===== src/rtl/bsg_manycore_loader_out_throttle_if.sv =====
// Handshake bundle between the SPMD loader, the throttle buffer and the endpoint outbound port.
// The slave modport is the throttle's view; the master modport is the surrounding logic's view.
interface bsg_manycore_loader_out_throttle_if #(
    parameter int packet_width_p         = 16,
    parameter int credit_counter_width_p = 4,
    parameter int count_width_p          = 32
);
    logic                              v_i;
    logic [packet_width_p-1:0]         packet_i;
    logic                              ready_o;
    logic                              v_o;
    logic [packet_width_p-1:0]         packet_o;
    logic                              ready_i;
    logic [credit_counter_width_p-1:0] out_credits_i;
    logic                              empty_o;
    logic                              credit_stall_o;
    logic [count_width_p-1:0]          sent_count_o;
    logic [count_width_p-1:0]          stall_count_o;

    modport slave (
        input  v_i, packet_i, ready_i, out_credits_i,
        output ready_o, v_o, packet_o, empty_o, credit_stall_o, sent_count_o, stall_count_o
    );

    modport master (
        output v_i, packet_i, ready_i, out_credits_i,
        input  ready_o, v_o, packet_o, empty_o, credit_stall_o, sent_count_o, stall_count_o
    );
endinterface


===== src/rtl/bsg_manycore_loader_out_throttle.sv =====
// Credit-gated packet FIFO between the SPMD loader and the endpoint outbound port,
// with saturating sent-packet and credit-stall statistics.
module bsg_manycore_loader_out_throttle #(
    parameter int packet_width_p         = 16,
    parameter int credit_counter_width_p = 4,
    parameter int els_p                  = 4,
    parameter int credit_reserve_p       = 1,
    parameter int count_width_p          = 32
) (
    input  logic                              clk_i,
    input  logic                              reset_n_i,
    bsg_manycore_loader_out_throttle_if.slave io
);
    localparam int ptr_w_lp = $clog2(els_p);
    localparam int cnt_w_lp = $clog2(els_p + 1);

    logic [packet_width_p-1:0] r_mem [els_p];
    logic [ptr_w_lp-1:0]       r_wr_ptr;
    logic [ptr_w_lp-1:0]       r_rd_ptr;
    logic [cnt_w_lp-1:0]       r_count;
    logic [count_width_p-1:0]  r_sent_count;
    logic [count_width_p-1:0]  r_stall_count;

    logic w_credit_ok;
    logic w_not_empty;
    logic w_ready;
    logic w_valid;
    logic w_enq;
    logic w_deq;
    logic w_stall;

    always_comb begin
        w_credit_ok = io.out_credits_i > credit_counter_width_p'(credit_reserve_p);
        w_not_empty = (r_count != '0);
        // No full-plus-dequeue bypass: keeps ready_o independent of the endpoint side.
        w_ready     = reset_n_i & (r_count != cnt_w_lp'(els_p));
        w_valid     = w_not_empty & w_credit_ok;
        w_enq       = io.v_i & w_ready;
        w_deq       = w_valid & io.ready_i;
        w_stall     = w_not_empty & ~w_credit_ok;
    end

    always_ff @(posedge clk_i) begin
        if (w_enq) begin
            r_mem[r_wr_ptr] <= io.packet_i;
        end
    end

    always_ff @(posedge clk_i or negedge reset_n_i) begin
        if (!reset_n_i) begin
            r_wr_ptr      <= '0;
            r_rd_ptr      <= '0;
            r_count       <= '0;
            r_sent_count  <= '0;
            r_stall_count <= '0;
        end else begin
            if (w_enq) begin
                r_wr_ptr <= r_wr_ptr + ptr_w_lp'(1);
            end
            if (w_deq) begin
                r_rd_ptr <= r_rd_ptr + ptr_w_lp'(1);
            end
            if (w_enq && !w_deq) begin
                r_count <= r_count + cnt_w_lp'(1);
            end else if (w_deq && !w_enq) begin
                r_count <= r_count - cnt_w_lp'(1);
            end
            if (w_deq && (r_sent_count != '1)) begin
                r_sent_count <= r_sent_count + count_width_p'(1);
            end
            if (w_stall && (r_stall_count != '1)) begin
                r_stall_count <= r_stall_count + count_width_p'(1);
            end
        end
    end

    assign io.ready_o        = w_ready;
    assign io.v_o            = w_valid;
    assign io.packet_o       = w_valid ? r_mem[r_rd_ptr] : '0;
    assign io.empty_o        = ~w_not_empty;
    assign io.credit_stall_o = w_stall;
    assign io.sent_count_o   = r_sent_count;
    assign io.stall_count_o  = r_stall_count;
endmodule


===== src/flat_wrapper.sv =====
// flat-port wrapper written by rule: the top's interface ports become plain ports
module bsg_manycore_loader_out_throttle_flat 
#(
    parameter int packet_width_p         = 16,
    parameter int credit_counter_width_p = 4,
    parameter int els_p                  = 4,
    parameter int credit_reserve_p       = 1,
    parameter int count_width_p          = 32
)
  (clk_i, reset_n_i, io_v_i, io_packet_i, io_ready_i, io_out_credits_i, io_ready_o, io_v_o, io_packet_o, io_empty_o, io_credit_stall_o, io_sent_count_o, io_stall_count_o);
  bsg_manycore_loader_out_throttle_if #(.packet_width_p(packet_width_p), .credit_counter_width_p(credit_counter_width_p), .count_width_p(count_width_p)) io_i ();
  input  logic clk_i;
  input  logic reset_n_i;
  input wire logic [$bits(io_i.v_i)-1:0] io_v_i;
  input wire logic [$bits(io_i.packet_i)-1:0] io_packet_i;
  input wire logic [$bits(io_i.ready_i)-1:0] io_ready_i;
  input wire logic [$bits(io_i.out_credits_i)-1:0] io_out_credits_i;
  output wire logic [$bits(io_i.ready_o)-1:0] io_ready_o;
  output wire logic [$bits(io_i.v_o)-1:0] io_v_o;
  output wire logic [$bits(io_i.packet_o)-1:0] io_packet_o;
  output wire logic [$bits(io_i.empty_o)-1:0] io_empty_o;
  output wire logic [$bits(io_i.credit_stall_o)-1:0] io_credit_stall_o;
  output wire logic [$bits(io_i.sent_count_o)-1:0] io_sent_count_o;
  output wire logic [$bits(io_i.stall_count_o)-1:0] io_stall_count_o;
  assign io_i.v_i = io_v_i;
  assign io_i.packet_i = io_packet_i;
  assign io_i.ready_i = io_ready_i;
  assign io_i.out_credits_i = io_out_credits_i;
  assign io_ready_o = io_i.ready_o;
  assign io_v_o = io_i.v_o;
  assign io_packet_o = io_i.packet_o;
  assign io_empty_o = io_i.empty_o;
  assign io_credit_stall_o = io_i.credit_stall_o;
  assign io_sent_count_o = io_i.sent_count_o;
  assign io_stall_count_o = io_i.stall_count_o;
  bsg_manycore_loader_out_throttle #(.packet_width_p(packet_width_p), .credit_counter_width_p(credit_counter_width_p), .els_p(els_p), .credit_reserve_p(credit_reserve_p), .count_width_p(count_width_p)) u_core (.clk_i(clk_i), .reset_n_i(reset_n_i), .io(io_i));
endmodule

===== config.mk =====
export PLATFORM = sky130hd
export DESIGN_NAME = bsg_manycore_loader_out_throttle_flat
export DESIGN_NICKNAME = d
export VERILOG_FILES = /design/src/rtl/bsg_manycore_loader_out_throttle_if.sv /design/src/rtl/bsg_manycore_loader_out_throttle.sv /design/src/flat_wrapper.sv
export SDC_FILE = /design/constraint.sdc
export NUM_CORES = 1
export LEC_CHECK = 0
export BUFFER_PORTS_ARGS = -buffer_cell sky130_fd_sc_hd__buf_2
export CORE_ASPECT_RATIO = 1.2
export CORE_MARGIN = 1.5
export CORE_UTILIZATION = 50
export DETAILED_ROUTE_END_ITERATION = 7
export PLACE_DENSITY = 0.79
export SYNTH_ARGS = -nofsm -noshare
export SYNTH_HDL_FRONTEND = slang
export SYNTH_SLANG_ARGS = --single-unit
export TNS_END_PERCENT = 10

===== constraint.sdc =====
create_clock -name clk_i -period 3.6 [get_ports clk_i]
set_clock_uncertainty 0.2 [all_clocks]
set_input_delay 0.54 -clock clk_i [delete_from_list [all_inputs] [get_ports clk_i]]
set_output_delay 0.54 -clock clk_i [all_outputs]
set_load 0.1 [all_outputs]

Word level (Yosys, flattened, before mapping)
Memories as Yosys holds them, arrays and structs flattened. Cells that the tools add are included.

$lt $le $gt $ge: 1. Add/sub/neg operators: 6. Eq/ne operators: 3. Bitwise logic cells: 7. Reductions and logical operators: 8. Muxes and demuxes: 5.

Operators with widths (number): adder 32 x 1 -> 32 bit (second input constant) (2); inequality test 32 bit (second input constant) (2); two-way mux 16 bit (1); two-way mux 3 bit (2); bitwise AND 1 bit (5); adder 2 x 1 -> 2 bit (second input constant) (2); greater-than comparator 4 x 1 -> 1 bit (second input constant) (1); logical AND 1 bit (4); adder 3 x 1 -> 3 bit (second input constant) (1); inequality test 3 bit (second input constant) (1); nonzero test 3 bit (1); subtractor 3 x 1 -> 3 bit (second input constant) (1); logical NOT 1 bit (2); two-way mux 1 bit (2); NOT 1 bit (2); nonzero test 2 bit (1).

Bits in writable memories: 64. Word-level logic and storage cells: 36. Input bits: 24. Output and inout bits: 84. Flip-flop bits (word level): 71. Memories: 1.

Memories: u_core.r_mem (words 4, bits a word 16, rd ports 1, clocked after memory_dff 0, write ports 1, RTL line bsg_manycore_loader_out_throttle.sv:17) `logic [packet_width_p-1:0] r_mem [els_p];`.

Logic depth before layout (Yosys ltp)
Gate-level depths: netlist of run 1.

Depth in word-level cells: 7. Mapped depth: 11.

Worst setup path after synthesis of run 1
OpenSTA, ideal clock, no wires.

Kind: input -> register. Start: in reset_n_i. End: reg u_core.r_count[2]. Stages: 8. Arrival time: 4.307 ns. Path slack: -0.987 ns. Path buffers: 0. Cell sequence: a21boi_0 > and2_0 > ha_1 > inv_1 > fa_1 > xor2_1 > nor2_1 > xor2_1.

Cells in the longest elaborated chain, start to end: 5. Elaborated cells between the ends (all ways): 7. Those cells by class: mux: 1; bitwise: 2; reduce/logical: 4.

RTL lines: start: declaration (RTL line flat_wrapper.sv:13) `input logic reset_n_i;`; bitwise AND 1 bit (*) (RTL line bsg_manycore_loader_out_throttle.sv:36) `w_ready = reset_n_i & (r_count != cnt_w_lp'(els_p));`; bitwise AND 1 bit (*) (RTL line bsg_manycore_loader_out_throttle.sv:38) `w_enq = io.v_i & w_ready;`; net u_core.w_enq (RTL line bsg_manycore_loader_out_throttle.sv:28) `logic w_enq;`; logical NOT 1 bit (RTL line bsg_manycore_loader_out_throttle.sv:65) `end else if (w_deq && !w_enq) begin`; logical AND 1 bit (RTL line bsg_manycore_loader_out_throttle.sv:65); nonzero test 2 bit (no source line); end signal: assignment (RTL line bsg_manycore_loader_out_throttle.sv:64) `r_count <= r_count + cnt_w_lp'(1);`; end signal: assignment (RTL line bsg_manycore_loader_out_throttle.sv:66) `r_count <= r_count - cnt_w_lp'(1);`; end: declaration (RTL line bsg_manycore_loader_out_throttle.sv:20) `logic [cnt_w_lp-1:0] r_count;`.

Mark *: on every way through the listed nets, which the timed path passes. The rest lies on a longest branch. A chain may end at the register's enable or synchronous reset.

Final worst setup path of run 1
Start: reg u_core.r_rd_ptr[0]. End: out io_packet_o[0].

Cells in the longest elaborated chain, start to end: 2.

RTL lines: start: declaration (RTL line bsg_manycore_loader_out_throttle.sv:19) `logic [ptr_w_lp-1:0] r_rd_ptr;`; start signal: assignment (RTL line bsg_manycore_loader_out_throttle.sv:61) `r_rd_ptr <= r_rd_ptr + ptr_w_lp'(1);`; memory read (4 x 16 bit); two-way mux 16 bit (RTL line bsg_manycore_loader_out_throttle.sv:79) `assign io.packet_o = w_valid ? r_mem[r_rd_ptr] : '0;`; end: declaration (RTL line flat_wrapper.sv:20) `output wire logic [$bits(io_i.packet_o)-1:0] io_packet_o;`.

No other way between the ends.

==> flow_metrics.py, run 1 <==
metrics = {
    "synth": {
        "ys_seq_elements": 135,
        "yosysSeqAreaShare": 0.609,
        "synth_edf_count": 64,
        "postSynthCellCount": 428,
        "ys_top_cells_by_area": "edfxtp_1 32%, dfrtp_1 29%, xnor2_1 8.5%, mux4_2 5.9%, and3_1 3.5%",
        "syn_area_sq_mm": 0.00607,
        "synth_top_area_frac": 0.317,
        "ys_warn_count": 0,
        "synth_cell_types": 49,
        "synth_top_area_cell": "edfxtp_1",
        "synthFlopType": "dfrtp_1",
        "syn-num-nets": 460,
        "avgSynthCellArea_sq_um": 14.2,
        "async_flop_share": 0.526,
    },
    "worst_setup_path": {
        "crit_type": "reg -> out",
        "crit_chain": "buf_12 -> mux4_2 -> and3_1 -> buf_2",
        "critPathSlowestCell": "dfrtp_1",
        "r2r_start": "u_core.r_count[2]",
        "arrival_ps": 2270,
        "setup.worst_path.start": "u_core.r_rd_ptr[0]",
        "critical_path.endpoint_type": "output pin",
        "cp.required_ps": 2860,
        "critPathMaxFanout": 11,
        "crit_path_start_kind": "flop",
        "critical-path-max-stage-delay_ps": 650,
        "crit_buf_inv": 2,
        "path_delay_family": "flip-flops",
    },
    "clocking": {
        "hold_buffers": 0,
        "h-tree-depth": 4,
        "path_clk_slew_ps": 60,
        "postCtsSetupBuffers": 0,
        "numCtsBuffers": 17,
        "clockBufferDepth": 2,
        "clock_sinks": 135,
        "cts_root_buf": "clkbuf_16",
        "post_cts_resized": 0,
        "cts_tree": "built",
        "clk_latency_ps": 410,
    },
    "timing": {
        "fmax_mhz": 332,
        "setup_viol_count_final": 0,
        "finalCriticalPeriod_ps": 3010,
        "worst_slew_pin_slew_ps": 893,
        "rsz0062_at_grt": "false",
        "final-hold-violation-count": 0,
        "slew_violations": 0,
        "holdWs_ps": 143,
        "timing.final.ws_setup_ps": 587,
        "finalSetupTns_ps": 0,
        "relSlewSlack": 0.405,
        "fin_crit_sh": 0.837,
    },
    "floorplanning": {
        "dieArea_sq_mm": 0.0128,
        "dieHeight_um": 124,
        "die_width_um": 104,
        "boundaryPins": 108,
        "start_util": 0.520,
        "core-area_sq_mm": 0.0117,
        "row_count": 43,
    },
    "final_layout": {
        "nNetsFinal": 578,
        "antennaDiodeCount": 0,
        "fillers": 881,
        "final_common_cell": "buf_2",
        "final_cell_mix": "106 x buf_2, 71 x dfrtp_1, 64 x edfxtp_1",
        "layout-drive-gt1-share": 0.327,
        "fin_util": 0.633,
        "final_cell_area_sq_mm": 0.00740,
        "area_growth_pct": 21.8,
    },
    "global_route": {
        "grt_max_degree": 72,
        "track_usage": 0.202,
        "grt_use_met2": 0.356,
        "grt_util_met3": 0.0460,
        "grt_busiest_layer": "met2",
        "grt_pass1_wl_um": 19900,
        "antenna_found_initial": 0,
        "grt_use_met1": 0.240,
        "grt_pass1_vias": 3944,
        "grt_overflow_total": 0,
    },
    "routing": {
        "final_antenna_net_count": 0,
        "finalWirelength_um": 12300,
        "via_count": 4006,
        "routedWlPerCell_um": 17.2,
        "drt_first_pass_iters": 5,
        "vias_per_cell": 5.59,
        "drc": 0,
        "drt-initial-drc-count": 232,
    },
    "pwr": {
        "p_seq_frac": 0.328,
        "power_frac_comb": 0.379,
        "peakVddDrop_uv": 667,
        "swShare": 0.437,
        "leakagePower_uw": 0.00314,
        "power.share.clock": 0.292,
        "intPower_uw": 3440,
        "power.switching_uw": 2660,
        "power_density_mw_per_mm2": 825,
    },
    "hold_path": {
        "worstHoldStart": "io_packet_i[5]",
        "hp-class": "in -> reg",
    },
    "placed_design": {
        "dpl_worst_slack_ps": 700,
        "placed_cell_area_sq_mm": 0.00678,
        "routabilityCongestion": 0.832,
        "io_buffers": 106,
        "place_hpwl_um": 8340,
    },
    "status": {
        "status": "completed",
    },
    "job": {
        "maxCapViolations": 0,
    },
}
==> per-layer routing <==
metal,vias to the layer above,routed length (um)
li1,1842,-
met1,2025,4940
met2,123,6540
met3,16,616
met4,0,211
met5,-,0
==> cell type report <==
| cell class | instances | area, sq um | area share |
|---|---|---|---|
| repair buffers | 111 | 581 | 0.0785 |
| inverters | 10 | 40.0 | 0.00541 |
| flip-flops and latches | 135 | 3700 | 0.500 |
| well taps | 157 | 196 | 0.0266 |
| clock buffers | 17 | 425 | 0.0575 |
| multi-input cells | 271 | 2260 | 0.306 |
| clock inverters | 15 | 190 | 0.0257 |
==> logic make-up after synthesis <==
| group | Yosys count | share of synthesized area |
|---|---|---|
| AO/OA/AOI/OAI | 9 | 0.0208 |
| XOR/XNOR | 66 | 0.0952 |
| adder cells (fa/ha/maj) | 8 | 0.0177 |
| buffers and inverters | 22 | 0.0185 |
| flip-flops | 135 | 0.609 |
| multiplexers | 20 | 0.0666 |
| AND/OR/NAND/NOR | 168 | 0.172 |
==> power by group through the flow <==
stage / Combinational [uW] / Clock, uW / Sequential (uW)
floorplan: 1600 / 0 / 2360
global placement: 2310 / 0 / 2020
detailed placement: 2330 / 0 / 2040
CTS: 2330 / 1820 / 2010
global route: 2410 / 1890 / 2030
finish: 2310 / 1780 / 2000
==> Yosys cell counts (all sizes together), types with 3 or more instances <==
| cell type | n |
|---|---|
| mux4 | 16 |
| buf | 8 |
| nor2 | 13 |
| and4 | 9 |
| ha | 7 |
| nand4 | 35 |
| mux2 | 3 |
| nor3 | 9 |
| xor2 | 7 |
| clkbuf | 4 |
| inv | 10 |
| nand2 | 24 |
| nor4 | 3 |
| dfrtp | 71 |
| edfxtp | 64 |
| nand3 | 31 |
| xnor2 | 59 |
| and3 | 34 |
| and2 | 4 |
==> stage by stage <==
stage	cells	total power, uW
4_1_cts	716	6160
3_5_place_dp	684	4370
2_1_floorplan	428	3960
6_report	716	6100
3_3_place_gp	684	4320
5_1_grt	716	6330
==> worst paths after layout <==
path                                                     to  slack [ps]  cells past startpoint
worst max-delay path                         io_packet_o[0]         590                      4
worst min-delay path                     u_core.r_mem[0][5]         140                      1
worst max register to register            u_core.r_count[2]         890                     10
worst min register to register  u_core.io.stall_count_o[30]         300                      1
max in group asynchronous        u_core.io.sent_count_o[31]        2390                      2
min in group asynchronous        u_core.io.stall_count_o[6]         220                      2
==> flip-flops by register name, summed over array words and instances, names as in the netlist <==
signal / cells
u_core.r_rd_ptr: 2
u_core.r_count: 3
u_core.r_mem: 64
u_core.r_wr_ptr: 2
u_core.io.stall_count_o: 32
u_core.io.sent_count_o: 32
(Power assumes the default switching activity.)
==> run 2, diff against run 1 <==
--- a/config.mk
+++ b/config.mk
@@ -10,7 +10,7 @@
 export CORE_MARGIN = 1.5
 export CORE_UTILIZATION = 50
 export DETAILED_ROUTE_END_ITERATION = 7
-export PLACE_DENSITY = 0.79
+export PLACE_DENSITY = 0.81
 export SYNTH_ARGS = -nofsm -noshare
 export SYNTH_HDL_FRONTEND = slang
 export SYNTH_SLANG_ARGS = --single-unit
==> constraint.sdc (replaced) <==
create_clock -name clk_i -period 2.5 [get_ports clk_i]
set_clock_uncertainty 0.2 [all_clocks]
set_input_delay 0.375 -clock clk_i [delete_from_list [all_inputs] [get_ports clk_i]]
set_output_delay 0.375 -clock clk_i [all_outputs]
set_load 0.1 [all_outputs]
==> run 2 against run 1 <==
- design area up 8.9%
- global-route usage up 1.3 points
- routed wire length up 9.3%
- worst setup slack worse by 580 ps
- first-iteration DRC count down 4.7%
- non-clock buffer count up 33
- flip-flop and latch count unchanged
- clock-buffer cell count unchanged
- hold slack worse by 98 ps
- utilization up 5.6 points
- register-to-register slack worse by 760 ps
- critical path type unchanged
- critical endpoint is now io_packet_o[3]
==> flow_metrics.py, run 2 (synthesis results as in run 1) <==
metrics = {
    "status": {
        "status": "completed",
    },
    "timing": {
        "slew_violations": 0,
        "worst_slew_pin_slew_ps": 895,
        "fmax_mhz": 401,
        "finalCriticalPeriod_ps": 2490,
        "setup_viol_count_final": 0,
        "rsz0062_at_grt": "true",
        "timing.final.ws_setup_ps": 6.49,
        "fin_crit_sh": 0.997,
        "relSlewSlack": 0.403,
        "final-hold-violation-count": 0,
    },
    "placed_design": {
        "io_buffers": 106,
        "routabilityCongestion": 0.877,
        "place_hpwl_um": 8460,
        "dpl_worst_slack_ps": 66.4,
    },
    "final_layout": {
        "final_common_cell": "buf_2",
        "fin_util": 0.690,
        "final_cell_mix": "87 x buf_2, 64 x edfxtp_1, 59 x xnor2_1",
        "fillers": 813,
        "area_growth_pct": 32.6,
        "largest_reg_flops": 64,
        "layout-drive-gt1-share": 0.392,
        "regMostFlops": "u_core.r_mem",
        "nNetsFinal": 611,
    },
    "worst_setup_path": {
        "critical_path.endpoint_type": "output pin",
        "arrival_ps": 1920,
        "crit_path_start_kind": "flop",
        "critPathMaxFanout": 8,
        "cp.required_ps": 1920,
        "crit_type": "reg -> out",
    },
    "floorplanning": {
        "die_width_um": 104,
        "core-area_sq_mm": 0.0117,
        "start_util": 0.520,
        "dieArea_sq_mm": 0.0128,
        "row_count": 43,
        "boundaryPins": 108,
        "dieHeight_um": 124,
    },
    "routing": {
        "vias_per_cell": 5.61,
        "drc": 0,
        "final_antenna_net_count": 0,
        "drt-initial-drc-count": 221,
        "drt_first_pass_iters": 4,
        "via_count": 4211,
        "finalWirelength_um": 13400,
        "routedWlPerCell_um": 17.9,
    },
    "global_route": {
        "antenna_found_initial": 1,
        "grt_pass1_wl_um": 21200,
        "grt_overflow_total": 0,
        "grt_max_degree": 72,
        "grt_pass1_vias": 4223,
        "track_usage": 0.215,
    },
    "clocking": {
        "path_clk_slew_ps": 60,
        "cts_root_buf": "clkbuf_16",
        "clockBufferDepth": 2,
        "clk_latency_ps": 410,
        "h-tree-depth": 4,
        "clock_sinks": 135,
        "numCtsBuffers": 17,
        "cts_tree": "built",
    },
    "pwr": {
        "intPower_uw": 5720,
        "power_frac_comb": 0.424,
        "power_density_mw_per_mm2": 1200,
        "p_seq_frac": 0.295,
        "swShare": 0.411,
        "peakVddDrop_uv": 981,
        "power.switching_uw": 3980,
        "power.share.clock": 0.282,
        "leakagePower_uw": 0.00335,
    },
    "hold_path": {
        "hp-class": "in -> async",
    },
    "job": {
        "maxCapViolations": 0,
    },
}
==> run 2: final cells by class <==
type | count | area, sq um | area share
Antenna cell | 1 | 2.50 | 0.000311
Clock buffer | 17 | 425 | 0.0528
Clock inverter | 15 | 226 | 0.0281
Inverter | 10 | 43.8 | 0.00544
Multi-Input combinational cell | 271 | 2330 | 0.290
Sequential cell | 135 | 3720 | 0.462
Tap cell | 157 | 196 | 0.0244
Timing Repair Buffer | 144 | 1100 | 0.137
==> run 2: repair_timing <==
item | 4_1_cts | 5_1_grt
gates cloned | 1 | 0
resized for setup | 38 | 22
hold endpoints to repair | 64 | 0
setup buffers | 1 | 4
pin swaps | 0 | 1
hold buffers | 16 | 0
endpoints found under the setup margin | 17 | 18
==> run 2: worst paths after layout <==
kind | slack (ps) | start | depth (start not counted) | to
setup / recovery | 6 | u_core.r_rd_ptr[0] | 4 | io_packet_o[3]
setup reg to reg | 130 | u_core.r_count[2] | 9 | u_core.r_count[2]
hold reg to reg | 290 | u_core.io.stall_count_o[6] | 1 | u_core.io.stall_count_o[6]
hold / removal | 50 | reset_n_i | 2 | u_core.io.stall_count_o[4]
max in group asynchronous | 1420 | reset_n_i | 2 | u_core.r_count[2]
min in group clk_i | 170 | io_v_i | 3 | u_core.r_wr_ptr[0]
==> run 2: critical path: stages, from the launching register on <==
cell	delay, ps
dfrtp_2	440
clkbuf_16	190
mux4_2	500
and3_4	210
buf_12	160
==> run 2: power by group through the flow <==
stage / sequential [uW] / clock [uW] / combinational, uW
2_1_floorplan: 3410 / 0 / 2320
3_3_place_gp: 2860 / 0 / 3480
3_5_place_dp: 2890 / 0 / 3540
4_1_cts: 2860 / 2780 / 3900
5_1_grt: 2890 / 2860 / 4260
6_report: 2860 / 2730 / 4110
==> run 2: metrics by stage <==
step	hold WS, ps	area, sq um	setup TNS (ps)	std cells	total power (uW)
detailed placement	283	6970	0	695	6430
global placement	275	6970	0	695	6350
finish	45.5	8050	0	750	9700
CTS	93.2	7930	-30.8	745	9540
floorplan	-121	6130	-1630	428	5740
global route	143	8050	-321	750	10000
==> run 2: per-layer routing <==
metal | routed length [um] | GRT usage | share of wire
met2 | 7250 | 0.387 | 0.54
met5 | 0 | 0 | 0
met4 | 231 | 0.0842 | 0.017
met1 | 5400 | 0.254 | 0.40
met3 | 561 | 0.0481 | 0.042
